**src/rtl/pipe_hazard_ctrl_if.sv**
```systemverilog
`default_nettype none
// +----------------------------------------------------------------------------+
// | Module      : pipe_hazard_ctrl_if                                          |
// | Description : Bundle between the ID stage / memory system and the hazard   |
// |               controller. The pipeline side (master) drives ID instruction |
// |               fields, branch and memory status. The controller (slave)     |
// |               returns stall, flush, forwarding, stage-valid and counters.  |
// | Revision    : 1.0 - initial release                                        |
// +----------------------------------------------------------------------------+
interface pipe_hazard_ctrl_if #(
  parameter int STAGES     = 3,
  parameter int REG_ADDR_W = 5,
  parameter int CNT_W      = 32
);
  localparam int SEL_W = $clog2(STAGES + 1);

  logic                  id_valid;
  logic                  id_rs_en;
  logic                  id_rt_en;
  logic [REG_ADDR_W-1:0] id_rs_addr;
  logic [REG_ADDR_W-1:0] id_rt_addr;
  logic [REG_ADDR_W-1:0] id_dst_addr;
  logic                  id_reg_write;
  logic                  id_is_load;
  logic                  id_is_mem;
  logic                  branch_taken;
  logic                  mem_ready;

  logic                  stall_if;
  logic                  stall_id;
  logic                  flush_id;
  logic [SEL_W-1:0]      fwd_rs_sel;
  logic [SEL_W-1:0]      fwd_rt_sel;
  logic [STAGES-1:0]     stage_valid;
  logic                  wb_commit;
  logic [CNT_W-1:0]      stall_cnt;

  modport master (
    output id_valid, id_rs_en, id_rt_en, id_rs_addr, id_rt_addr, id_dst_addr,
    output id_reg_write, id_is_load, id_is_mem, branch_taken, mem_ready,
    input  stall_if, stall_id, flush_id, fwd_rs_sel, fwd_rt_sel,
    input  stage_valid, wb_commit, stall_cnt
  );

  modport slave (
    input  id_valid, id_rs_en, id_rt_en, id_rs_addr, id_rt_addr, id_dst_addr,
    input  id_reg_write, id_is_load, id_is_mem, branch_taken, mem_ready,
    output stall_if, stall_id, flush_id, fwd_rs_sel, fwd_rt_sel,
    output stage_valid, wb_commit, stall_cnt
  );
endinterface
`default_nettype wire

```
**src/rtl/pipe_hazard_ctrl.sv**
```systemverilog
`default_nettype none
// +----------------------------------------------------------------------------+
// | Module      : pipe_hazard_ctrl                                             |
// | Description : Hazard controller for an in-order pipeline. Tracks the       |
// |               post-ID stages (1=EX, 2=MEM, STAGES=WB), detects RAW hazards |
// |               against the ID sources, generates stall / flush / forwarding |
// |               selects and counts ID stall cycles (saturating).             |
// |               Optional feature macro: FORWARD_EN                           |
// |                 defined   : bypass network present, only load-use stalls   |
// |                 undefined : no bypassing, any in-flight writer stalls      |
// |               STAGES legal range is 2..8.                                  |
// | Revision    : 1.0 - initial release                                        |
// +----------------------------------------------------------------------------+
module pipe_hazard_ctrl #(
  parameter int STAGES     = 3,
  parameter int REG_ADDR_W = 5,
  parameter int CNT_W      = 32
) (
  input  wire logic         clk,
  input  wire logic         rst,
  pipe_hazard_ctrl_if.slave bus
);
  localparam int SEL_W = $clog2(STAGES + 1);

  // Per-stage entry state, index k = stage k
  logic [STAGES:1]       r_valid;
  logic [STAGES:1]       r_writes;
  logic [STAGES:1]       r_load;
  logic [STAGES:1]       r_mem;
  logic [REG_ADDR_W-1:0] r_dst [1:STAGES];
  logic [CNT_W-1:0]      r_stall_cnt;

  logic [STAGES:1]       w_rs_match;
  logic [STAGES:1]       w_rt_match;
  logic                  w_rs_en;
  logic                  w_rt_en;
  logic                  w_hazard;
  logic                  w_mem_wait;
  logic                  w_branch;
  logic                  w_stall;
  logic                  w_flush;
  logic [SEL_W-1:0]      w_fwd_rs;
  logic [SEL_W-1:0]      w_fwd_rt;
  logic                  w_unused;

  // A bubble in ID never reads registers, so it can neither stall nor forward
  assign w_rs_en = bus.id_valid & bus.id_rs_en;
  assign w_rt_en = bus.id_valid & bus.id_rt_en;

  // Per-stage source match; register 0 is hard-wired and never matches
  for (genvar k = 1; k <= STAGES; k++) begin : g_match
    assign w_rs_match[k] = r_valid[k] & r_writes[k] & w_rs_en &
                           (bus.id_rs_addr != '0) & (bus.id_rs_addr == r_dst[k]);
    assign w_rt_match[k] = r_valid[k] & r_writes[k] & w_rt_en &
                           (bus.id_rt_addr != '0) & (bus.id_rt_addr == r_dst[k]);
  end

`ifdef FORWARD_EN
  // Lowest-numbered (youngest) matching stage wins the bypass mux
  always_comb begin
    w_fwd_rs = '0;
    w_fwd_rt = '0;
    for (int k = STAGES; k >= 1; k--) begin
      if (w_rs_match[k]) w_fwd_rs = SEL_W'(k);
      if (w_rt_match[k]) w_fwd_rt = SEL_W'(k);
    end
  end

  // Load data is not available until after MEM, so a load in EX must stall
  assign w_hazard = (w_rs_match[1] | w_rt_match[1]) & r_load[1];
`else
  // No bypass network: consumers wait until the writer has left WB
  assign w_fwd_rs = '0;
  assign w_fwd_rt = '0;
  assign w_hazard = (|w_rs_match) | (|w_rt_match);
`endif

  // Load/mem flags are only consulted at specific stages
  assign w_unused = ^{r_load, r_mem};

  // Priority: memory wait freezes everything, then branch flush, then hazard
  assign w_mem_wait = r_valid[2] & r_mem[2] & ~bus.mem_ready;
  assign w_branch   = bus.branch_taken & r_valid[1];
  assign w_flush    = ~w_mem_wait & w_branch;
  assign w_stall    = w_mem_wait | (~w_branch & w_hazard);

  assign bus.stall_if    = w_stall;
  assign bus.stall_id    = w_stall;
  assign bus.flush_id    = w_flush;
  assign bus.fwd_rs_sel  = w_fwd_rs;
  assign bus.fwd_rt_sel  = w_fwd_rt;
  assign bus.stage_valid = r_valid;
  assign bus.wb_commit   = r_valid[STAGES] & r_writes[STAGES] & ~w_mem_wait;
  assign bus.stall_cnt   = r_stall_cnt;

  // Pipeline entry tracking: hold on memory wait, else shift with ID or bubble
  always_ff @(posedge clk or posedge rst) begin
    if (rst) begin
      r_valid  <= '0;
      r_writes <= '0;
      r_load   <= '0;
      r_mem    <= '0;
      for (int k = 1; k <= STAGES; k++) r_dst[k] <= '0;
    end else if (!w_mem_wait) begin
      for (int k = 2; k <= STAGES; k++) begin
        r_valid[k]  <= r_valid[k-1];
        r_writes[k] <= r_writes[k-1];
        r_load[k]   <= r_load[k-1];
        r_mem[k]    <= r_mem[k-1];
        r_dst[k]    <= r_dst[k-1];
      end
      if (w_flush || w_stall) begin
        r_valid[1]  <= 1'b0;
        r_writes[1] <= 1'b0;
        r_load[1]   <= 1'b0;
        r_mem[1]    <= 1'b0;
        r_dst[1]    <= '0;
      end else begin
        r_valid[1]  <= bus.id_valid;
        r_writes[1] <= bus.id_reg_write;
        r_load[1]   <= bus.id_is_load;
        r_mem[1]    <= bus.id_is_mem;
        r_dst[1]    <= bus.id_dst_addr;
      end
    end
  end

  // Saturating count of cycles in which ID is held
  always_ff @(posedge clk or posedge rst) begin
    if (rst) begin
      r_stall_cnt <= '0;
    end else if (w_stall && (r_stall_cnt != '1)) begin
      r_stall_cnt <= r_stall_cnt + 1'b1;
    end
  end
endmodule
`default_nettype wire

```
**src/flat_wrapper.sv**
```systemverilog
// flat-port wrapper written by rule: the top's interface ports become plain ports
module pipe_hazard_ctrl_flat 
#(
  parameter int STAGES     = 3,
  parameter int REG_ADDR_W = 5,
  parameter int CNT_W      = 32
)
  (clk, rst, bus_id_valid, bus_id_rs_en, bus_id_rt_en, bus_id_rs_addr, bus_id_rt_addr, bus_id_dst_addr, bus_id_reg_write, bus_id_is_load, bus_id_is_mem, bus_branch_taken, bus_mem_ready, bus_stall_if, bus_stall_id, bus_flush_id, bus_fwd_rs_sel, bus_fwd_rt_sel, bus_stage_valid, bus_wb_commit, bus_stall_cnt);
  pipe_hazard_ctrl_if #(.STAGES(STAGES), .REG_ADDR_W(REG_ADDR_W), .CNT_W(CNT_W)) bus_i ();
  input  wire logic clk;
  input  wire logic rst;
  input wire logic [$bits(bus_i.id_valid)-1:0] bus_id_valid;
  input wire logic [$bits(bus_i.id_rs_en)-1:0] bus_id_rs_en;
  input wire logic [$bits(bus_i.id_rt_en)-1:0] bus_id_rt_en;
  input wire logic [$bits(bus_i.id_rs_addr)-1:0] bus_id_rs_addr;
  input wire logic [$bits(bus_i.id_rt_addr)-1:0] bus_id_rt_addr;
  input wire logic [$bits(bus_i.id_dst_addr)-1:0] bus_id_dst_addr;
  input wire logic [$bits(bus_i.id_reg_write)-1:0] bus_id_reg_write;
  input wire logic [$bits(bus_i.id_is_load)-1:0] bus_id_is_load;
  input wire logic [$bits(bus_i.id_is_mem)-1:0] bus_id_is_mem;
  input wire logic [$bits(bus_i.branch_taken)-1:0] bus_branch_taken;
  input wire logic [$bits(bus_i.mem_ready)-1:0] bus_mem_ready;
  output wire logic [$bits(bus_i.stall_if)-1:0] bus_stall_if;
  output wire logic [$bits(bus_i.stall_id)-1:0] bus_stall_id;
  output wire logic [$bits(bus_i.flush_id)-1:0] bus_flush_id;
  output wire logic [$bits(bus_i.fwd_rs_sel)-1:0] bus_fwd_rs_sel;
  output wire logic [$bits(bus_i.fwd_rt_sel)-1:0] bus_fwd_rt_sel;
  output wire logic [$bits(bus_i.stage_valid)-1:0] bus_stage_valid;
  output wire logic [$bits(bus_i.wb_commit)-1:0] bus_wb_commit;
  output wire logic [$bits(bus_i.stall_cnt)-1:0] bus_stall_cnt;
  assign bus_i.id_valid = bus_id_valid;
  assign bus_i.id_rs_en = bus_id_rs_en;
  assign bus_i.id_rt_en = bus_id_rt_en;
  assign bus_i.id_rs_addr = bus_id_rs_addr;
  assign bus_i.id_rt_addr = bus_id_rt_addr;
  assign bus_i.id_dst_addr = bus_id_dst_addr;
  assign bus_i.id_reg_write = bus_id_reg_write;
  assign bus_i.id_is_load = bus_id_is_load;
  assign bus_i.id_is_mem = bus_id_is_mem;
  assign bus_i.branch_taken = bus_branch_taken;
  assign bus_i.mem_ready = bus_mem_ready;
  assign bus_stall_if = bus_i.stall_if;
  assign bus_stall_id = bus_i.stall_id;
  assign bus_flush_id = bus_i.flush_id;
  assign bus_fwd_rs_sel = bus_i.fwd_rs_sel;
  assign bus_fwd_rt_sel = bus_i.fwd_rt_sel;
  assign bus_stage_valid = bus_i.stage_valid;
  assign bus_wb_commit = bus_i.wb_commit;
  assign bus_stall_cnt = bus_i.stall_cnt;
  pipe_hazard_ctrl #(.STAGES(STAGES), .REG_ADDR_W(REG_ADDR_W), .CNT_W(CNT_W)) u_core (.clk(clk), .rst(rst), .bus(bus_i));
endmodule
```
**config.mk**
```make
export PLATFORM = sky130hd
export DESIGN_NAME = pipe_hazard_ctrl_flat
export DESIGN_NICKNAME = d
export VERILOG_FILES = /design/src/rtl/pipe_hazard_ctrl_if.sv /design/src/rtl/pipe_hazard_ctrl.sv /design/src/flat_wrapper.sv
export SDC_FILE = /design/constraint.sdc
export NUM_CORES = 1
export LEC_CHECK = 0
export ABC_CLOCK_PERIOD_IN_PS = 2450
export BUFFER_PORTS_ARGS = -buffer_cell sky130_fd_sc_hd__buf_2
export CELL_PAD_IN_SITES_DETAIL_PLACEMENT = 1
export CELL_PAD_IN_SITES_GLOBAL_PLACEMENT = 1
export CORE_UTILIZATION = 43
export CTS_BUF_LIST = sky130_fd_sc_hd__clkbuf_8
export CTS_CLUSTER_DIAMETER = 120
export DETAILED_ROUTE_END_ITERATION = 8
export PLACE_DENSITY = 0.85
export SLEW_MARGIN = 0
export SYNTH_ARGS = -nofsm -noshare
export SYNTH_HDL_FRONTEND = slang
export SYNTH_SLANG_ARGS = --single-unit
```
**constraint.sdc**
```tcl
create_clock -name clk -period 2.45 [get_ports clk]
set_input_delay 0.3675 -clock clk [delete_from_list [all_inputs] [get_ports clk]]
set_output_delay 0.3675 -clock clk [all_outputs]
set_load 0.01 [all_outputs]
```
======== After elaboration in Yosys (flattened, before gate mapping) ========
Cells that the tools add are included.
cells by class
  add/subtract/negate cells ............... 1
  equal/unequal tests ..................... 7
  muxes and demuxes ....................... 4
  bitwise logic cells ..................... 34
  reductions and logical operators ........ 6
operator list
  operator               count
  $add 32x1->32 const B  1
  $ne 32x32->1 const B   1
  $eq 5x5->1             6
  $and 1x1->1            29
  $reduce_bool 5->1      2
  $reduce_or 3->1        2
  $mux 5                 1
  $mux 1                 3
  $not 1->1              3
  $or 1x1->1             2
  $logic_and 1x1->1      1
  $logic_or 1x1->1       1
word-level totals
  register bits after elaboration ......... 55
  input port bits ......................... 25
  output and inout port bits .............. 43
  word-level logic and storage cells ...... 59

======== Logic depth before layout (Yosys ltp) ========
  word-level depth ........................ 10
  depth in mapped cells ................... 9
  mapped depth without buffers ............ 8

======== Worst setup path after synthesis ========
Ideal clock, no wire load.
  path kind ............................... input -> output
  from .................................... input bus_id_rs_addr[0]
  to ...................................... output bus_stall_if
  arrival time ............................ 2.019 ns
  data required time ...................... 2.082 ns
  slack ................................... 0.063 ns
  cell stages on the path ................. 7
  buffers on the path ..................... 2
  cells stage by stage .................... or4_1 o211ai_2 o41ai_2 o31ai_4 buf_2 inv_1 buf_4
between the ends
  cells in the longest elaborated chain, start to end .. 7
  elaborated cells between the ends (all ways) .. 14
  classes of those cells .................. 3 x eq/ne; 9 x bitwise; 2 x reduce/logical
ends and longest elaborated chain
  what                 RTL line                source
  start, declared      flat_wrapper.sv:15      input wire logic [$bits(bus_i.id_rs_addr)-1:0] bus_id_rs_addr;
  $reduce_bool 5->1    pipe_hazard_ctrl.sv:53  (bus.id_rs_addr != '0) & (bus.id_rs_addr == r_dst[k]);
  $and 1x1->1          pipe_hazard_ctrl.sv:52  assign w_rs_match[k] = r_valid[k] & r_writes[k] & w_rs_en &
  $and 1x1->1          pipe_hazard_ctrl.sv:53
  $reduce_or 3->1 (*)  pipe_hazard_ctrl.sv:75  assign w_hazard = (|w_rs_match) | (|w_rt_match);
  $or 1x1->1 (*)       pipe_hazard_ctrl.sv:75
  $and 1x1->1 (*)      pipe_hazard_ctrl.sv:85  assign w_stall = w_mem_wait | (~w_branch & w_hazard);
  $or 1x1->1 (*)       pipe_hazard_ctrl.sv:85
  end, declared        flat_wrapper.sv:23      output wire logic [$bits(bus_i.stall_if)-1:0] bus_stall_if;
Mark *: on every way between the ends. The rest lies on a longest branch, timed or not.

======== Worst setup path after layout ========
  from .................................... register u_core.r_dst[9] (netlist bit)
  to ...................................... output bus_stall_id
between the ends
  cells in the longest elaborated chain, start to end .. 6
  elaborated cells between the ends (all ways) .. 9
  classes of those cells .................. 2 x eq/ne; 5 x bitwise; 2 x reduce/logical
ends and longest elaborated chain
  what                                   RTL line                                        source
  start, declared                        pipe_hazard_ctrl.sv:30                          logic [REG_ADDR_W-1:0] r_dst [1:STAGES];
  start signal, assigned by index        pipe_hazard_ctrl.sv:110                         r_dst[k] <= r_dst[k-1];
  $eq 5x5->1, on equally long branches   pipe_hazard_ctrl.sv:53, pipe_hazard_ctrl.sv:55
  $and 1x1->1, on equally long branches  pipe_hazard_ctrl.sv:53, pipe_hazard_ctrl.sv:55
  $reduce_or 3->1                        pipe_hazard_ctrl.sv:75
  $or 1x1->1 (*)                         pipe_hazard_ctrl.sv:75
  $and 1x1->1 (*)                        pipe_hazard_ctrl.sv:85
  $or 1x1->1 (*)                         pipe_hazard_ctrl.sv:85
  end, declared                          flat_wrapper.sv:24                              output wire logic [$bits(bus_i.stall_id)-1:0] bus_stall_id;
Marks and branches as above.

==> summary.txt <==
Global route
  • Overflow after GRT: 0
  • Vias in the first global route: around 2600
  • Largest net degree at the start of global routing: 32
  • Total GRT Usage: 23.4%
  • Number of antenna violations at the first check in global routing: 0
  • First-pass GRT wire length: ~13 mm

Clocking
  • Max Root-Sink Buffers: 2
  • CTS tree: yes
  • CTS H-tree lvls: 2
  • Clk sink count: 55
  • Clock transition at the registers of the reported paths: between 0.1 and 0.15 ns
  • TritonCTS Buffers: 5
  • Clock Latency Late Sink: about 0.33 ns
  • # hold bufs at CTS: 0
  • Clk root buf: clkbuf_8

Critical path
  • Arr. time, crit path: around 2.1 ns
  • Slowest stage delay, CP: 0.46 ns
  • CP max FO: 4
  • Slowest-stage cell, CP: dfrtp_1
  • WS Path Type: flop to output port
  • Worst r2r src: u_core.r_dst[9]$_DFFE_PP0N_
  • Cells along the critical path: xor2_1 -> nor4_1 -> nand4_1 -> a21oi_2 -> o31ai_4 -> inv_1 -> buf_2
  • CP Launch Point: u_core.r_dst[9]$_DFFE_PP0N_
  • Crit. End Element: output port
  • FF-to-FF path depth: 9
  • Critical Path RT: about 2.1 ns
  • Worst setup SP type: flop
  • Worst path bufs/invs: 2
  • CP top delay family: simple AND/OR/NAND/NOR gates
  • CP Depth: 7

Power
  • Overall power: ~2.5 mW
  • PD cells: about 670 mW/mm2
  • Peak VDD IR: 0.000475 V
  • Leakage power: 1.99 nW

Timing
  • RSZ-0062 raised after global routing: yes
  • Slew headroom: between 60% and 70%
  • Worst-Margin Slew: 0.577 ns
  • Fin. Hold Viols: 0
  • Clock skew: about 0.022 ns
  • Setup-failing EPs final: 7
  • Slew Limit Fails: 0
  • Final Cycle Share: 102%
  • Setup WS post-layout: -0.0528 ns
  • F_max: 0.400 GHz
  • Final min period: approximately 2.5 ns

Synth
  • Post-synth cell types: 38
  • Commonest cells post-synth: 55 x dfrtp_1, 49 x xor2_1, 46 x nand2_1, 19 x nor3_1, 15 x nand3_1
  • Register area share after synthesis: 46.2%
  • Post-synth EDFFs: 0
  • FFs w/ async S/R, synth: 100%
  • Synth area leaders: dfrtp_1 46%, xor2_1 14%, nand2_1 5.8%
  • Synthesized netlist cell count: ~290
  • Top FF cell, synth: dfrtp_1
  • Most frequent cell after synthesis: dfrtp_1
  • Post-Syn Area per Cell: approximately 10 um2
  • Top-area cell type share of the netlist area: between 40% and 50%
  • Mapped Area: 0.00298 mm2
  • #FFs+latches synth: between 50 and 60
  • Area leader, netlist: dfrtp_1
  • Number of synthesis warnings: 0

Die
  • Initial Util: ~46%
  • Die X-Extent: 85.3 um
  • Ports: just under 70
  • Std-Cell Rows: 29
  • Chip height: roughly 85 um
  • Placeable core region: approximately 0.0065 mm2
  • Die ar.: slightly above 0.007 mm2

Place
  • RD Place Congestion: about 0.85
  • Placement Setup Slack: -0.0977 ns
  • Final HPWL DP: 5.77 mm
  • Input/output buffers: 62

Drt
  • Vias: approximately 2500
  • First drt pass iteration count: 4
  • Via density: roughly 5.6
  • Final WL: approximately 8.6 mm
  • Drt initial violations: ~90
  • Final ANT Viol Nets: 0
  • Residual DRC: 0
  • WL/cell: 19.1 um

Cells and area
  • Filler cells: 745
  • Layout cells sized above 1: 34.2%
  • Fin nets: 399
  • # diodes: 0
  • Seq. cell area: 0.00138 mm2
  • Area grow syn2layout: 27.5%
  • Multi-input gate area: between 0.0015 and 0.002 mm2

Status
  • Status: complete, but fails checks
  • Failing checks: negative setup slack

Run
  • Max-cap violations: 0

Hold path
  • Hold Path Class: input port to asynchronous set/reset pin
-- power breakdown --
part | switching [mW] | internal (mW) | leakage [nW]
clock network | 0.329 | 0.408 | 0.0644
logic | 0.337 | 0.290 | 1.20
registers | 0.159 | 1.02 | 0.720
total | 0.825 | 1.72 | 1.99
-- path summary, 6_finish.rpt --
kind	slack, ns	end
worst max-delay path	-0.05	bus_stall_id
max in group asynchronous	1.78	u_core.r_dst[8]$_DFFE_PP0N_
worst min-delay path	0.08	u_core.bus.stall_cnt[14]$_DFFE_PP0P_
worst max register to register	-0.05	u_core.bus.stall_cnt[14]$_DFFE_PP0P_
min in group clk	0.27	u_core.r_dst[12]$_DFFE_PP0N_
worst min register to register	0.48	u_core.r_mem[2]$_DFFE_PP0N_
-- metrics by stage --
step | cells | hold slack [ns] | utilization, % | area (um2) | TNS [ns]
finish | 451 | 0.0777 | 58.2 | 3800 | -0.240
floorplan | 294 | 0.435 | - | 2990 | 0
global placement | 435 | 0.451 | 53.7 | 3510 | -0.0307
detailed placement | 435 | 0.460 | 53.7 | 3510 | -0.674
CTS | 451 | 0.105 | 57.4 | 3750 | 0
global route | 451 | 0.136 | 58.2 | 3800 | -2.53
-- logic make-up after synthesis --
group	count (synthesis)	share of synthesized area, %
compound gates	16	6.08
xor+xnor	61	17.9
fa+ha+maj	1	0.420
buf+inv	21	3.65
flops	55	46.2
mux	1	0.378
other cells	1	0.126
simple gates	135	25.3
-- flip-flops by register name (all words and copies together) (netlist names) --
register and cells:
u_core.bus.stall_cnt 32, u_core.r_dst 15, u_core.r_mem 2, u_core.bus.stage_valid 3, u_core.r_writes 3
-- repair_timing --
item	4_1_cts	5_1_grt
endpoints found under the setup margin	2	30
setup buffers	8	1
gates cloned	0	0
gates resized for setup	7	12
pin swaps	10	11
-- layer usage --
metal,track usage (%),vias up,wire length (um)
li1,-,1164,-
met1,31.6,1278,3790
met2,38.8,68,4330
met3,3.99,18,313
met4,7.12,0,201
met5,0,-,0
-- layout make-up --
class | instances | area share [%]
inverters | 4 | 0.395
well taps | 77 | 2.53
clock inverters | 3 | 1.78
flip-flops and latches | 55 | 36.2
repair buffers | 89 | 14.6
clock buffers | 5 | 1.81
multi-input cells | 218 | 42.7
-- cells in the final DEF (no fill, tap or decap), types with 4 or more instances in the layout --
cell type	n
xor2_1	48
nor3_1	13
a22o_1	8
and3_1	11
xnor2_1	12
nor3_2	6
dfrtp_1	54
buf_2	62
nand3_1	15
nand4_1	14
buf_4	23
nor4_2	7
nand2_1	46
clkbuf_8	5
conb_1	4
-- worst reg2reg max path: stages, from the launching register on --
cell and delay [ns]:
dfrtp_1 0.46, xor2_1 0.18, nor4_1 0.42, nand4_1 0.18, a21oi_2 0.26, o31ai_4 0.12, buf_4 0.23, buf_12 0.16
nor3_1 0.22, xor2_1 0.22
Power figures use the tool's default switching activity.
